==> config.mk <==
export PLATFORM = sky130hd
export DESIGN_NAME = mdu_iter
export DESIGN_NICKNAME = d
export VERILOG_FILES = /design/src/rtl/mdu_iter_pkg.sv /design/src/rtl/mdu_sign_fix.sv /design/src/rtl/mdu_iter.sv
export SDC_FILE = /design/constraint.sdc
export NUM_CORES = 1
export LEC_CHECK = 0
export CAP_MARGIN = 5
export CORE_MARGIN = 4
export CORE_UTILIZATION = 35
export DETAILED_ROUTE_END_ITERATION = 10
export PLACE_DENSITY_LB_ADDON = 0.05
export SLEW_MARGIN = 40
export SYNTH_ARGS = -nofsm -noshare
export SYNTH_HDL_FRONTEND = slang
export SYNTH_HIERARCHICAL = 1
export SYNTH_SLANG_ARGS = --single-unit
==> constraint.sdc <==
create_clock -name clk -period 6.3 [get_ports clk]
set_input_delay 0.63 -clock clk [delete_from_list [all_inputs] [get_ports clk]]
set_output_delay 0.63 -clock clk [all_outputs]
set_load 0.01 [all_outputs]
==> src/rtl/mdu_iter_pkg.sv <==
// Shared definitions for the iterative multiply/divide unit: funct3 codes,
// FSM state encoding and XLEN-dependent constants.
package mdu_iter_pkg;

  localparam logic [2:0] MDU_MUL    = 3'd0;
  localparam logic [2:0] MDU_MULH   = 3'd1;
  localparam logic [2:0] MDU_MULHSU = 3'd2;
  localparam logic [2:0] MDU_MULHU  = 3'd3;
  localparam logic [2:0] MDU_DIV    = 3'd4;
  localparam logic [2:0] MDU_DIVU   = 3'd5;
  localparam logic [2:0] MDU_REM    = 3'd6;
  localparam logic [2:0] MDU_REMU   = 3'd7;

  typedef logic [1:0] state_t;
  localparam state_t ST_IDLE = 2'd0;
  localparam state_t ST_CALC = 2'd1;
  localparam state_t ST_FIX  = 2'd2;
  localparam state_t ST_DONE = 2'd3;

  // Most negative XLEN-bit value, returned in a 64-bit container.
  function automatic logic [63:0] mdu_min_val(input int xlen);
    return 64'(1) << (xlen - 1);
  endfunction

  // All-ones XLEN-bit value (the shift wraps to zero for xlen=64).
  function automatic logic [63:0] mdu_ones_val(input int xlen);
    return (64'(1) << xlen) - 64'(1);
  endfunction

endpackage

==> src/rtl/mdu_sign_fix.sv <==
// Combinational sign correction and result selection for the MDU; operates on
// unsigned magnitudes plus the operand sign flags.
module mdu_sign_fix
  import mdu_iter_pkg::*;
#(
  parameter int XLEN = 32
) (
  input  logic [2:0]        i_funct3,
  input  logic              i_neg1,
  input  logic              i_neg2,
  input  logic [2*XLEN-1:0] i_prod,
  input  logic [XLEN-1:0]   i_quo,
  input  logic [XLEN-1:0]   i_rem,
  output logic [XLEN-1:0]   o_result
);

  logic              w_neg_diff;
  logic [2*XLEN-1:0] w_prod_fix;
  logic [XLEN-1:0]   w_quo_fix;
  logic [XLEN-1:0]   w_rem_fix;

  assign w_neg_diff = i_neg1 ^ i_neg2;
  assign w_prod_fix = w_neg_diff ? -i_prod : i_prod;
  assign w_quo_fix  = w_neg_diff ? -i_quo  : i_quo;
  // Remainder follows the dividend's sign.
  assign w_rem_fix  = i_neg1     ? -i_rem  : i_rem;

  always_comb begin
    o_result = w_rem_fix;
    case (i_funct3)
      MDU_MUL:                         o_result = w_prod_fix[XLEN-1:0];
      MDU_MULH, MDU_MULHSU, MDU_MULHU: o_result = w_prod_fix[2*XLEN-1:XLEN];
      MDU_DIV, MDU_DIVU:               o_result = w_quo_fix;
      default:                         o_result = w_rem_fix;
    endcase
  end

endmodule

==> src/rtl/mdu_iter.sv <==
// Iterative RV32M/RV64M multiply-divide unit (shift-add multiply, restoring divide).
// Optional MDU_FAST_MUL_EN: single-cycle multiplier for MUL* ops.
module mdu_iter
  import mdu_iter_pkg::*;
#(
  parameter int XLEN  = 32,
  parameter int CNT_W = $clog2(XLEN) + 1
) (
  input  logic            clk,
  input  logic            resetn,
  input  logic            flush,
  input  logic            in_valid,
  output logic            in_ready,
  input  logic [2:0]      funct3,
  input  logic [XLEN-1:0] in1,
  input  logic [XLEN-1:0] in2,
  output logic            out_valid,
  input  logic            out_ready,
  output logic [XLEN-1:0] result,
  output logic            busy
);

  localparam logic [63:0]     MIN64   = mdu_min_val(XLEN);
  localparam logic [63:0]     ONES64  = mdu_ones_val(XLEN);
  localparam logic [XLEN-1:0] MIN_V   = MIN64[XLEN-1:0];
  localparam logic [XLEN-1:0] ONES_V  = ONES64[XLEN-1:0];

  state_t            r_state;
  state_t            w_state_next;
  logic [2:0]        r_op;
  logic              r_s1;
  logic              r_s2;
  logic [XLEN-1:0]   r_a;
  logic [2*XLEN:0]   r_acc;
  logic [CNT_W-1:0]  r_cnt;
  logic [XLEN-1:0]   r_result;

  logic              w_signed1;
  logic              w_signed2;
  logic              w_neg1;
  logic              w_neg2;
  logic [XLEN-1:0]   w_mag1;
  logic [XLEN-1:0]   w_mag2;
  logic              w_div_zero;
  logic              w_div_ovf;
  logic              w_fast_mul;
  logic              w_accept;
  logic [XLEN:0]     w_mul_sum;
  logic [2*XLEN:0]   w_mul_step;
  logic [XLEN:0]     w_div_sh;
  logic [XLEN:0]     w_div_diff;
  logic [2*XLEN:0]   w_div_step;
  logic [XLEN-1:0]   w_fix_res;

  assign w_signed1  = (funct3 == MDU_MULH) || (funct3 == MDU_MULHSU) ||
                      (funct3 == MDU_DIV)  || (funct3 == MDU_REM);
  assign w_signed2  = (funct3 == MDU_MULH) || (funct3 == MDU_DIV) || (funct3 == MDU_REM);
  assign w_neg1     = w_signed1 & in1[XLEN-1];
  assign w_neg2     = w_signed2 & in2[XLEN-1];
  assign w_mag1     = w_neg1 ? -in1 : in1;
  assign w_mag2     = w_neg2 ? -in2 : in2;
  assign w_div_zero = funct3[2] && (in2 == '0);
  assign w_div_ovf  = ((funct3 == MDU_DIV) || (funct3 == MDU_REM)) &&
                      (in1 == MIN_V) && (in2 == ONES_V);
  assign w_accept   = (r_state == ST_IDLE) && in_valid && !flush;

`ifdef MDU_FAST_MUL_EN
  logic [XLEN:0]           w_ext1;
  logic [XLEN:0]           w_ext2;
  logic signed [2*XLEN+1:0] w_fast_full;
  logic [XLEN-1:0]         w_fast_res;

  assign w_fast_mul  = !funct3[2];
  assign w_ext1      = {w_signed1 & in1[XLEN-1], in1};
  assign w_ext2      = {w_signed2 & in2[XLEN-1], in2};
  assign w_fast_full = $signed(w_ext1) * $signed(w_ext2);

  mdu_sign_fix #(.XLEN(XLEN)) u_fast_fix (
    .i_funct3 (funct3),
    .i_neg1   (1'b0),
    .i_neg2   (1'b0),
    .i_prod   (w_fast_full[2*XLEN-1:0]),
    .i_quo    (in1),
    .i_rem    (in2),
    .o_result (w_fast_res)
  );
`else
  assign w_fast_mul = 1'b0;
`endif

  // Multiply: add multiplicand into the high half when the LSB is set, then shift right.
  assign w_mul_sum  = r_acc[0] ? (r_acc[2*XLEN:XLEN] + {1'b0, r_a}) : r_acc[2*XLEN:XLEN];
  assign w_mul_step = {1'b0, w_mul_sum, r_acc[XLEN-1:1]};

  // Divide: high half is the partial remainder, low half shifts dividend out / quotient in.
  assign w_div_sh   = {r_acc[2*XLEN-1:XLEN], r_acc[XLEN-1]};
  assign w_div_diff = w_div_sh - {1'b0, r_a};
  assign w_div_step = w_div_diff[XLEN] ? {w_div_sh,   r_acc[XLEN-2:0], 1'b0}
                                       : {w_div_diff, r_acc[XLEN-2:0], 1'b1};

  mdu_sign_fix #(.XLEN(XLEN)) u_fix (
    .i_funct3 (r_op),
    .i_neg1   (r_s1),
    .i_neg2   (r_s2),
    .i_prod   (r_acc[2*XLEN-1:0]),
    .i_quo    (r_acc[XLEN-1:0]),
    .i_rem    (r_acc[2*XLEN-1:XLEN]),
    .o_result (w_fix_res)
  );

  always_ff @(posedge clk) begin
    if (!resetn) r_state <= ST_IDLE;
    else         r_state <= w_state_next;
  end

  always_comb begin
    w_state_next = r_state;
    if (flush) begin
      w_state_next = ST_IDLE;
    end else begin
      case (r_state)
        ST_IDLE: if (in_valid)
                   w_state_next = (w_div_zero || w_div_ovf || w_fast_mul) ? ST_DONE : ST_CALC;
        ST_CALC: if (r_cnt == CNT_W'(1)) w_state_next = ST_FIX;
        ST_FIX:  w_state_next = ST_DONE;
        default: if (out_ready) w_state_next = ST_IDLE;
      endcase
    end
  end

  always_comb begin
    in_ready  = (r_state == ST_IDLE);
    busy      = (r_state != ST_IDLE);
    out_valid = (r_state == ST_DONE);
    result    = r_result;
  end

  always_ff @(posedge clk) begin
    if (!resetn) begin
      r_op     <= '0;
      r_s1     <= 1'b0;
      r_s2     <= 1'b0;
      r_a      <= '0;
      r_acc    <= '0;
      r_cnt    <= '0;
      r_result <= '0;
    end else if (w_accept) begin
      r_op  <= funct3;
      r_s1  <= w_neg1;
      r_s2  <= w_neg2;
      r_cnt <= CNT_W'(XLEN);
      if (funct3[2]) begin
        r_a   <= w_mag2;
        r_acc <= {{(XLEN+1){1'b0}}, w_mag1};
      end else begin
        r_a   <= w_mag1;
        r_acc <= {{(XLEN+1){1'b0}}, w_mag2};
      end
      if (w_div_zero)
        r_result <= funct3[1] ? in1 : ONES_V;
      else if (w_div_ovf)
        r_result <= funct3[1] ? '0 : MIN_V;
`ifdef MDU_FAST_MUL_EN
      else if (w_fast_mul)
        r_result <= w_fast_res;
`endif
    end else if (!flush && (r_state == ST_CALC)) begin
      r_acc <= r_op[2] ? w_div_step : w_mul_step;
      r_cnt <= r_cnt - CNT_W'(1);
    end else if (!flush && (r_state == ST_FIX)) begin
      r_result <= w_fix_res;
    end
  end

endmodule

-- Word-level counts from Yosys, hierarchy flattened
Index checks and enable logic that the tools add are counted.
- bitwise operators: 4
- add/sub/neg operators: 8
- reductions and logical operators: 28
- equality and inequality tests: 19
- muxes and demuxes: 27
- operator list (operator ; number):
    32-bit two-way mux ; 13
    65-bit two-way mux ; 4
    32-bit negator ; 4
    32-bit case mux with 3 select lines ; 1
    32-bit equality test (second input constant) ; 2
    64-bit two-way mux ; 1
    64-bit negator ; 1
    33-bit by 32-bit adder with 33-bit output ; 1
    33-bit two-way mux ; 1
    33-bit by 32-bit subtractor with 33-bit output ; 1
    32-bit zero test ; 1
    3-bit equality test (second input constant) ; 4
    6-bit two-way mux ; 2
    3-bit by 2-bit equality test with 1-bit output (second input constant) ; 3
    2-bit two-way mux ; 4
    1-bit logical AND ; 7
    1-bit logical OR ; 7
    3-bit by 1-bit equality test with 1-bit output (second input constant) ; 2
    6-bit by 1-bit equality test with 1-bit output (second input constant) ; 1
    2-bit != test (second input constant) ; 3
    2-bit case mux with 3 select lines ; 1
    3-bit AND reduction ; 2
    2-bit nonzero test ; 3
    2-bit OR reduction ; 3
    12 further kinds ; 14
- output and inout port bits: 35
- input port bits: 72
- flip-flop bits (word level): 142
- logic and storage cells: 95

-- Logic depth before layout (Yosys ltp)
Gate-level depths: netlist (run 1).
- word-level depth: 8
- mapped depth: 20
- mapped depth without buffers: 19

-- Cells and area by module
Netlist (run 1), hierarchy kept.
- modules (own cells, without submodules) (module ; cells an instance ; seq. area each (µm²) ; instances ; area each (µm²)):
    mdu_iter ; 1682 ; 2842.7 ; 1 ; 12488.2
    mdu_sign_fix ; 598 ; 0.0 ; 1 ; 3956.3

-- Worst setup path after synthesis (run 1)
OpenSTA, ideal clock, no wires.
- kind: reg2reg
- start point: register r_acc[40]
- end point: register r_acc[40]
- path slack: 1.974 ns
- path buffers: 2
- data arrival time: 4.195 ns
- period minus slack after synthesis: 4.326 ns
- library setup time: 0.131 ns
- required time: 6.169 ns
- cell stages (with the launch flop): 17
- path through: dfxtp_1 > ha_1 > a21oi_1 > o21ai_0 > a2111oi_1 > nand2_1 > a221o_1 > a41o_1 > o41a_1 > nand3_1 > nand2_1 > ha_1 > buf_1 > clkbuf_1 > a21oi_1 > a211oi_1 > nor3_1
- word-level cells in the longest chain between the ends: 5
- elaborated cells on any way between the ends: 7
- those cells by class: add/sub (2); mux (5)
- RTL lines (element ; line ; source):
    from (decl) ; mdu_iter.sv:34 ; logic [2*XLEN:0] r_acc;
    from (signal assigned) ; mdu_iter.sv:154 ; r_acc <= {{(XLEN+1){1'b0}}, w_mag1};
    from (signal assigned) ; mdu_iter.sv:157 ; r_acc <= {{(XLEN+1){1'b0}}, w_mag2};
    from (signal assigned) ; mdu_iter.sv:168 ; r_acc <= r_op[2] ? w_div_step : w_mul_step;
    33-bit by 32-bit adder with 33-bit output or 33-bit by 32-bit subtractor with 33-bit output (tied branches) ; mdu_iter.sv:92, mdu_iter.sv:97 ;
    33-bit two-way mux or 65-bit two-way mux (tied branches) ; mdu_iter.sv:92, mdu_iter.sv:98 ;
    65-bit two-way mux * ; mdu_iter.sv:168 ;
    65-bit two-way mux * ; mdu_iter.sv:167 ; end else if (!flush && (r_state == ST_CALC)) begin
    65-bit two-way mux * ; mdu_iter.sv:147 ; end else if (w_accept) begin
Mark *: on every way between the ends. The rest lies on a longest branch, timed or not. The select of a mux whose other input is x is not followed.
A chain may end at the register's enable or synchronous reset.

-- Worst setup path after layout (run 1)
- start point: register r_acc[40]
- end point: register r_acc[37]
- word-level cells in the longest chain between the ends: 5
- RTL lines (element ; line ; source):
    33-bit by 32-bit subtractor with 33-bit output ; mdu_iter.sv:97 ; assign w_div_diff = w_div_sh - {1'b0, r_a};
    65-bit two-way mux ; mdu_iter.sv:98 ; assign w_div_step = w_div_diff[XLEN] ? {w_div_sh, r_acc[XLEN-2:0], 1'b0}
    65-bit two-way mux ; mdu_iter.sv:168 ;
    65-bit two-way mux ; mdu_iter.sv:167 ;
    65-bit two-way mux ; mdu_iter.sv:147 ;
No other way between the ends. The select of a mux whose other input is x is not followed.

==> results.md, run 1 <==
- Total Power: 3.64 mW
- Global route overflow: 0
- CP Cell Sequence: ha_1 > a21oi_1 > o21ai_0 > a2111oi_1 > nand2_1 > a221o_1 > a41o_1 > o41a_1 > nand3_1 > nand2_1 > ha_1 > clkinv_1 > nor2_1 > a21oi_1 > a211oi_1 > a21oi_1 > nor2_1
- DR DRC count: 0
- RSZ-0062 raised after global routing: no
- # port buffers: 106
- Asr flop ratio synth: 0
- Sink Count: 142
- Resize count post-CTS: 0
- Worst Path Arrival: 5.93 ns
- Vias per std cell: 6.24
- Leakage: 7.24 nW
- DRT antenna net count: 0
- Gpl congestion: 0.944
- FMAX: 181 MHz
- Setup violators final: 0
- Clk root buf: clkbuf_16
- Drt first-iter violations: 1968
- Critical path's top delay family: compound AO/OA/AOI/OAI gates
- Critical path class: register to register
- Hold Crit Class: input port to register
- Worst EP required: 6.72 ns
- Syn. warnings: 6
- Post-CTS Setup Bufs: 0
- Die Footprint: 0.0505 sq mm
- Design area: 0.0188 sq mm
- Max Cap Viol: 0
- CP max stage cell: dfxtp_1
- Largest net degree at the start of global routing: 78
- Number of I/O pins: 107
- Maximum buffer depth of the clock tree: 2
- Top cell by count, worst path: a21oi_1
- Post-Syn Area per Cell: 7.21 sq um
- CTS tree: yes
- Mapped Nets: 2432
- Die W: 225 microns
- FP Rows: 79
- Antenna cell count: 0
- Clock slew at reported path FFs: 0.07 ns
- Register area share after synthesis: 0.173
- Setup tns final: 0 ns
- Number of synthesized flops with an enable pin: 0
- Fillers: 4934
- Clk_lat worst skew: 0.49 ns
- Buf+Inv Stages, Crit Path: 1
- GR Util All Layers: 0.288
- Antenna violations before repair: 4
- CTS buffer count: 17
- Clk_skew: 0.0103 ns
- Post-synth top flop: dfxtp_1
- Crit path time final: 5.52 ns
- Mapped cell area: 0.0164 sq mm
- Global-route wire length before repair: 111 mm
- Placed cell area: 0.0181 sq mm
- Final #Nets: 2461
- Synth Instances: 2280
- Hold slack: 0.477 ns
- Initial core utilization: 0.354
- Chip height: 225 microns
- Layout cells sized above 1: 0.0608
- Pre-CTS setup slack: 0.919 ns
- Post-CTS Hold Buffers: 0
- Cell Count, Final, Fillers Out: 2927
- Vias: 18267
- Final core occ: 0.404
- Worst reg2reg setup slack: 0.78 ns
- Slew margin rel.: 0.437
- WL/cell: 25.7 microns
- Vias in the first global route: 16694
- Worst Path Max Fanout: 17
- Final period util: 0.875
- Synth unique cells: 89
- Startpoint Class: register
- Core area: 0.0465 sq mm
- Final hold violation count: 0
- Final Max Slew Viols: 0
- Synth Register Bits: 142
- Peak supply drop: 0.000151 V
- Total wire length: 75.3 mm
- Pre-antenna DRT Iters: 9
- Power density over the cells: 194 mW/mm^2
- Worst setup margin: 0.784 ns
- Post-DP HPWL: 58.1 mm
- CP peak stage delay: 0.70 ns
- Crit end category: register
- CTS H-Tree Depth: 4
- Area Growth Syn to Fin: 14.2%
- Placed insts: 2897
- Tightest Pin Transition: 0.838 ns
- Status: complete, no violations
==> cell families (layout without fill, tap and decap cells) <==
group	count (synthesis)	count (layout)	synth area share
simple gates	792	792	0.240
compound gates	762	762	0.316
xor+xnor	219	219	0.117
buf+inv	219	259	0.0527
mux	66	66	0.0405
fa+ha+maj	80	80	0.0618
flops	142	142	0.173
==> state kept, by name (all words and copies together) (netlist names) <==
register  count
r_s2          1
r_acc        65
r_cnt         6
r_s1          1
r_op          3
r_state       2
result       32
r_a          32
==> worst paths after layout <==
path                                start   endpoint  depth (start not counted)
worst max-delay path            r_acc[40]  r_acc[37]                         17
worst min-delay path               resetn     r_a[0]                          2
worst max register to register  r_acc[40]  r_acc[37]                         17
worst min register to register    r_a[11]    r_a[11]                          2
==> power by group <==
part | total [mW] | internal, mW | leakage [nW] | switching [mW]
clock network | 1.16 | 0.700 | 0.306 | 0.465
registers | 1.02 | 0.938 | 1.15 | 0.0804
logic | 1.46 | 0.508 | 5.78 | 0.950
==> synthesized netlist by cell type, drive strengths merged (33+ instances only) <==
master,number,area (sq um)
a211oi,51,383
a21oi,198,991
a31oi,48,300
buf,33,169
clkbuf,114,428
dfxtp,142,2840
ha,78,976
inv,70,263
mux2i,62,621
nand2,197,739
nor2,227,860
nor2b,61,382
nor3,73,375
nor4,47,337
o211a,34,340
o211ai,40,300
o21ai,116,592
xnor2,125,1090
xor2,94,823
==> routing by layer <==
layer  GRT usage  routed length, microns  part of all wire  up-vias
met5           0                      34           0.00045        -
li1            -                       -                 -     8544
met4      0.0822                    2240             0.030        6
met2       0.454                   33700              0.45      733
met3      0.0590                    5350             0.071      124
met1       0.401                   34000              0.45     8860
==> cell type report <==
cell class / instances / area [sq um] / share of cell area
clock inverter: 13 / 214 / 0.0114
multi-input combinational: 1919 / 12800 / 0.682
tap: 607 / 759 / 0.0404
inverter: 72 / 270 / 0.0144
timing repair buffer: 157 / 1450 / 0.0774
clock buffer: 17 / 425 / 0.0227
sequential: 142 / 2850 / 0.152
==> placed cells by master, fill, tap and decap left out, types with 25 or more instances in the layout <==
cell / count
nor2_1: 225
a21oi_1: 198
nand2_1: 197
dfxtp_1: 140
xnor2_1: 124
o21ai_0: 114
clkdlybuf4s50_1: 104
xor2_1: 93
ha_1: 78
inv_1: 70
nor3_1: 69
mux2i_1: 62
nor2b_1: 60
a211oi_1: 51
a31oi_1: 48
buf_4: 48
nor4_1: 41
o211ai_1: 40
o211a_1: 34
o22ai_1: 32
nand3_1: 30
o311ai_1: 30
a21o_1: 25
Note: power is estimated with default switching activity, not from simulation.
==> inputs of run 2 (changes only) <==
--- a/config.mk
+++ b/config.mk
@@ -6,9 +6,11 @@
 export NUM_CORES = 1
 export LEC_CHECK = 0
 export CAP_MARGIN = 5
+export CORE_ASPECT_RATIO = 0.6
 export CORE_MARGIN = 4
 export CORE_UTILIZATION = 35
 export DETAILED_ROUTE_END_ITERATION = 10
+export DONT_BUFFER_PORTS = 1
 export PLACE_DENSITY_LB_ADDON = 0.05
 export SLEW_MARGIN = 40
 export SYNTH_ARGS = -nofsm -noshare
==> run 2 against run 1 <==
  * Worst setup slack improved by 0.29 ns
  * Register-to-register slack improved by 0.29 ns
  * Clock skew increased by 0.0017 ns
  * First-iteration DRC count increased by 21%
  * Clock-buffer cell count increased by 1
  * Sequential power about the same
  * Routed wire length decreased by 0.99%
  * Non-clock buffer count decreased by 118
  * Sequential share of layout area increased by 0.99 points
  * Die area increased by 0.22%
  * Via count decreased by 1.4%
==> results.md, run 2 (synthesis results as in run 1) <==
- Global-route wire length before repair: 109 mm (-1.6%)
- Pre-antenna DRT Iters: 6 (-3)
- Initial core utilization: 0.354 (+0.000401)
- Total wire length: 74.6 mm (-0.99%)
- CTS H-Tree Depth: 4 (unchanged)
- Post-CTS Setup Bufs: 0 (unchanged)
- GR Util All Layers: 0.285 (-0.00378)
- Hold Crit Class: input port to register
- Worst Path Arrival: 5.62 ns (-0.31 ns)
- FMAX: 191 MHz (+5.5%)
- Total Power: 3.49 mW (-4.1%)
- Final Max Slew Viols: 0 (unchanged)
- Post-DP HPWL: 57.0 mm (-1.8%)
- Max reg flops: 65 (unchanged)
- Clk root buf: clkbuf_16
- CP max stage cell: dfxtp_1
- Final period util: 0.830 (-0.0459)
- Die Footprint: 0.0506 sq mm (+0.22%)
- Fillers: 4990 (+1.1%)
- Reg2reg start: r_acc[34]
- Setup tns final: 0 ns (unchanged)
- Slew margin rel.: 0.385 (-0.0518)
- Max Cap Viol: 0 (unchanged)
- Power density over the cells: 198 mW/mm^2 (+2.1%)
- Design area: 0.0176 sq mm (-6.1%)
- Clock slew at reported path FFs: 0.07 ns (about the same)
- Setup violators final: 0 (unchanged)
- Worst Path Max Fanout: 17 (unchanged)
- Clk_skew: 0.0120 ns (+0.00168 ns)
- Critical path's top delay family: compound AO/OA/AOI/OAI gates
- Most frequent cells in the layout: nor2_1 (224), a21oi_1 (198), nand2_1 (197), dfxtp_1 (140), xnor2_1 (123)
- R2R Path End: r_acc[34]
- DRT antenna net count: 0 (unchanged)
- Register-to-Register Path Depth: 17 (unchanged)
- Chip height: 176 microns (-22%)
- CP Cell Sequence: ha_1 > o211ai_1 > a21oi_1 > o21ai_0 > nand2_1 > a221o_1 > a41o_1 > o41a_1 > nand3_1 > nand2_1 > ha_1 > clkinv_1 > nor2_1 > a21oi_1 > a211oi_1 > a21oi_1 > nor2_1
- Top cell by count, worst path: a21oi_1
- Sink Count: 142 (unchanged)
- Status: complete, no violations
- Placed cell area: 0.0170 sq mm (-6.3%)
- Antenna violations before repair: 1 (-3)
- WHS Endpoint: result[3]
- CP peak stage delay: 0.71 ns (about the same)
- Most common cell after layout, fill and taps aside: nor2_1
- Layout cells sized above 1: 0.0617 (+0.000930)
- Drt first-iter violations: 2390 (+21%)
- Vias in the first global route: 16000 (-4.2%)
- Final #Nets: 2343 (-4.8%)
- Core area: 0.0464 sq mm (-0.11%)
- Die W: 288 microns (+28%)
- Crit path time final: 5.23 ns (-0.289 ns)
- FP Rows: 61 (-23%)
- Largest net degree at the start of global routing: 82 (+5.1%)
- CTS tree: yes
- Startpoint Class: register
- Vias per std cell: 6.36 (+1.9%)
- Area Growth Syn to Fin: 7.24%
- Antenna cell count: 0 (unchanged)
- Reg area: 0.00285 sq mm (unchanged)
- Buf+Inv Stages, Crit Path: 1 (unchanged)
- Largest reg by FF count: r_acc
- Clk_lat worst skew: 0.47 ns (-0.02 ns)
- Worst hold path cell count: 1 (-1)
- Worst EP required: 6.69 ns (-0.03 ns)
- Gpl congestion: 0.927 (-1.9%)
- RSZ-0062 raised after global routing: no
- Peak supply drop: 0.000182 V (+21%)
- DR DRC count: 0 (unchanged)
- Hold slack: 0.304 ns (-0.173 ns)
- Maximum buffer depth of the clock tree: 2 (unchanged)
- Post-CTS Hold Buffers: 0 (unchanged)
- Global route overflow: 0 (unchanged)
- Crit end category: register
- WL/cell: 26.3 microns (+2.3%)
- CP Depth: 17 (unchanged)
- Critical path class: register to register
- Leakage: 6.77 nW (-6.5%)
- Final hold violation count: 0 (unchanged)
- Vias: 18019 (-1.4%)
- Worst reg2reg setup slack: 1.07 ns (+0.29 ns)
- Multi-input combinational cell area: 0.0128 sq mm (+0.21%)
- Number of I/O pins: 107 (unchanged)
- Tightest Pin Transition: 0.915 ns (+0.0776 ns)
- Resize count post-CTS: 0 (unchanged)
- CTS buffer count: 17 (unchanged)
- # port buffers: 0 (-100%)
- Worst Min Path Start: resetn
[run 2: cell types whose count changed in the layout (fill, tap and decap cells not counted), moves of 2 or more]
cell | before | now
clkinv_4 | 3 | 1
inv_8 | 0 | 5
nor4_2 | 4 | 7
clkdlybuf4s50_1 | 104 | 0
nor2_2 | 0 | 2
buf_4 | 48 | 37
nor4_1 | 41 | 38
buf_2 | 2 | 0
bufinv_16 | 5 | 1
inv_6 | 2 | 4
[run 2: how the worst max path moves through the flow]
stage / from / end / slack, ns
after detailed placement: r_acc[34] / r_acc[61] / 1.23
after floorplan: r_acc[40] / r_acc[40] / 1.97
final: r_acc[34] / r_acc[34] / 1.07
after global placement: r_acc[34] / r_acc[59] / 1.36
after CTS: r_acc[34] / r_acc[34] / 1.22
after global routing: r_acc[34] / r_acc[37] / 0.69
[run 2: power by group]
| part | leakage, nW | switching, mW | total, mW | internal (mW) |
|---|---|---|---|---|
| Sequential | 1.15 | 0.107 | 1.04 | 0.937 |
| Clock | 0.291 | 0.518 | 1.09 | 0.572 |
| Combinational | 5.33 | 0.895 | 1.35 | 0.460 |
[run 2: area by class of cell]
class,instances,share of cell area
clock buffers,18,0.0249
clock inverters,14,0.00837
inverters,72,0.0153
multi-input cells,1919,0.728
flip-flops and latches,142,0.161
well taps,630,0.0447
repair buffers,39,0.0172
[run 2: per-layer routing]
metal  up-vias  routed length [microns]  global-route usage
met5         -                        0                   0
met4         0                     1550              0.0685
met3        65                     7060              0.0689
met2       812                    27900               0.362
met1      8833                    38100               0.460
li1       8309                        -                   -
[run 2: worst reg2reg max path, delay by kind of cell, from the launching register on]
| kind | cells | cell delay [ns] |
|---|---|---|
| fa+ha+maj | 2 | 0.69 |
| simple gates | 5 | 0.80 |
| buf+inv | 1 | 0.54 |
| flops | 1 | 0.71 |
| compound gates | 9 | 2.41 |
[run 2: per-stage QoR]
step            util  cells  worst slack, ns
6_report       0.380   2834             1.07
5_1_grt        0.380   2834            0.688
4_1_cts        0.379   2831             1.22
3_5_place_dp   0.366   2799             1.23
3_3_place_gp   0.365   2799             1.36
2_1_floorplan      -   2280             1.97
==> inputs of run 3 (changes only) <==
==> constraint.sdc (replaced) <==
create_clock -name clk -period 5.14 [get_ports clk]
set_input_delay 0.514 -clock clk [delete_from_list [all_inputs] [get_ports clk]]
set_output_delay 0.514 -clock clk [all_outputs]
set_load 0.01 [all_outputs]
==> run 3 against run 2 <==
  * Power up 22%
  * Combinational power up 27%
  * Clock power up 17%
  * Clock-buffer cell count unchanged
  * Via count up 0.33%
  * Critical endpoint is now r_acc[0]
==> results.md, run 3 (synthesis results as in run 1) <==
- Comb power frac: 0.402 (+0.014)
- Slew margin rel.: 0.338 (-0.0470)
- Global route overflow: 0 (unchanged)
- Largest reg by FF count: r_acc
- GR Util All Layers: 0.292 (+0.00692)
- CTS tree: yes
- GR Util met3: 0.110 (+0.0409)
- Clk_lat worst skew: 0.46 ns (about the same)
- Global-route wire length before repair: 111 mm (+1.2%)
- FP Rows: 61 (unchanged)
- Layout cells sized above 1: 0.0726 (+0.0109)
- Chip height: 176 microns (unchanged)
- WL/cell: 26.6 microns (+0.89%)
- Clk_skew: 0.0149 ns (+0.00286 ns)
- Worst Path Max Fanout: 28 (+11)
- Post-CTS Setup Bufs: 0 (unchanged)
- Top cell by count, worst path: nand2_1
- Critical path's top delay family: compound AO/OA/AOI/OAI gates
- CP peak stage delay: 0.49 ns (-0.22 ns)
- Met2 Resource Use GR: 0.356 (-0.00566)
- Hold Crit Class: input port to register
- Sink Count: 142 (unchanged)
- Final hold violation count: 0 (unchanged)
- Placed cell area: 0.0172 sq mm (+1.2%)
- Die W: 288 microns (unchanged)
- Worst reg2reg setup slack: 0.52 ns (-0.56 ns)
- Pint: 2.38 mW (+21%)
- M1 GR Usage: 0.461 (about the same)
- Core area: 0.0464 sq mm (unchanged)
- Peak supply drop: 0.000220 V (+21%)
- Most frequent cells in the layout: nor2_1 (225), a21oi_1 (198), nand2_1 (197), dfxtp_1 (140), xnor2_1 (121)
- DRT antenna net count: 0 (unchanged)
- Startpoint Class: register
- Post-DP HPWL: 58.8 mm (+3.1%)
- Die Footprint: 0.0506 sq mm (unchanged)
- CP Cell Sequence: inv_1 > ha_1 > a21oi_1 > o21ai_0 > a2111oi_2 > nand2_1 > a221o_1 > a41o_1 > o41a_1 > nand3_1 > nand2_1 > ha_1 > buf_4 > nand2_1 > a21oi_1 > a21oi_1 > nand2_1 > and3_1
- Worst EP required: 5.54 ns (-1.15 ns)
- Max Cap Viol: 0 (unchanged)
- Gr busiest metal: met1
- Number of I/O pins: 107 (unchanged)
- Crit path time final: 4.62 ns (-0.604 ns)
- Vias in the first global route: 15979 (-0.13%)
- Max reg flops: 65 (unchanged)
- Design area: 0.0178 sq mm (+1.1%)
- Most common cell after layout, fill and taps aside: nor2_1
- Clock slew at reported path FFs: 0.08 ns (about the same)
- Crit end category: register
- Initial core utilization: 0.354 (unchanged)
- Antenna violations before repair: 3 (+2)
- Largest net degree at the start of global routing: 83 (+1.2%)
- Vias: 18079 (+0.33%)
- Worst Path Arrival: 5.02 ns (-0.60 ns)
- Switching share of power: 0.442 (+0.00585)
- Tightest Pin Transition: 0.967 ns (+0.0521 ns)
- Share of power burned in registers: 0.297 (-0.002)
- Total Power: 4.25 mW (+22%)
- Pre-CTS setup slack: 0.515 ns (-0.715 ns)
- Placed insts: 2829 (+1.1%)
- Critical path class: register to register
- CTS H-Tree Depth: 4 (unchanged)
- Final core occ: 0.384 (+0.00429)
- Maximum buffer depth of the clock tree: 2 (unchanged)
- Setup violators final: 0 (unchanged)
- RSZ-0062 raised after global routing: no
- P_sw: 1.88 mW (+24%)
- Buf+Inv Stages, Crit Path: 2 (+1)
- Power density over the cells: 239 mW/mm^2 (+21%)
- Final period util: 0.899 (+0.0698)
- # port buffers: 0 (unchanged)
- Worst setup margin: 0.518 ns (-0.556 ns)
- Clk root buf: clkbuf_16
- FMAX: 216 MHz (+13%)
- Pre-antenna DRT Iters: 6 (unchanged)
- Drt first-iter violations: 2615 (+9.4%)
- CTS buffer count: 17 (unchanged)
- Total wire length: 76.0 mm (+1.9%)
- Clock power frac: 0.300 (-0.012)
- Status: complete, no violations
- Cell Count, Final, Fillers Out: 2862 (+0.99%)
- DR DRC count: 0 (unchanged)
- Hold slack: 0.204 ns (-0.100 ns)
- Final Max Slew Viols: 0 (unchanged)
- CP max stage cell: a2111oi_2
- Leakage: 6.91 nW (+2.0%)
- Setup tns final: 0 ns (unchanged)
- Final #Nets: 2370 (+1.2%)
- Area Growth Syn to Fin: 8.45%
- Gpl congestion: 0.969 (+4.6%)
- Vias per std cell: 6.32 (-0.65%)
[run 3: cell types whose count changed in the layout (fill, tap and decap cells not counted), moves of 2 or more]
cell,delta
clkinv_2,-2
clkinvlp_4,+2
xnor2_2,+2
clkinv_4,+3
inv_8,-3
buf_4,+27
xnor2_1,-2
[run 3: worst reg2reg max path, delay by kind of cell, from the launching register on]
family	cells	cell delay, ns
adder cells (fa/ha/maj)	2	0.67
AND/OR/NAND/NOR	6	0.86
buffers and inverters	2	0.43
flip-flops	1	0.36
AO/OA/AOI/OAI	8	2.24
[run 3: final timing paths]
| kind | from | endpoint | cells after the start |
|---|---|---|---|
| worst max register to register | r_a[9] | r_acc[0] | 18 |
| worst min-delay path | funct3[1] | r_op[1] | 2 |
| worst min register to register | r_a[11] | r_a[11] | 2 |
| worst max-delay path | r_a[9] | r_acc[0] | 18 |
[run 3: routing by layer]
metal	share of wire	wire [microns]
met1	0.50	38100
met2	0.36	27600
met3	0.12	8770
met4	0.020	1500
met5	0.00036	27
[run 3: timing repair]
action / CTS / global route
hold buffers: 0 / 0
gates resized for setup: 0 / 1
setup endpoints to repair: 0 / 10
[run 3: layout make-up]
class / instances / area (sq um)
fill: 4981 / 28600
multi-input combinational: 1919 / 12800
sequential: 142 / 2850
tap: 630 / 788
timing repair buffer: 66 / 512
clock buffer: 18 / 439
inverter: 72 / 270
clock inverter: 14 / 124
antenna: 1 / 2.50
[run 3: power by group through the flow]
stage	registers [mW]	logic, mW	clock network, mW
6_report	1.26	1.71	1.28
5_1_grt	1.27	1.83	1.34
4_1_cts	1.26	1.64	1.31
3_5_place_dp	1.28	1.63	0
3_3_place_gp	1.28	1.63	0
2_1_floorplan	1.25	1.14	0
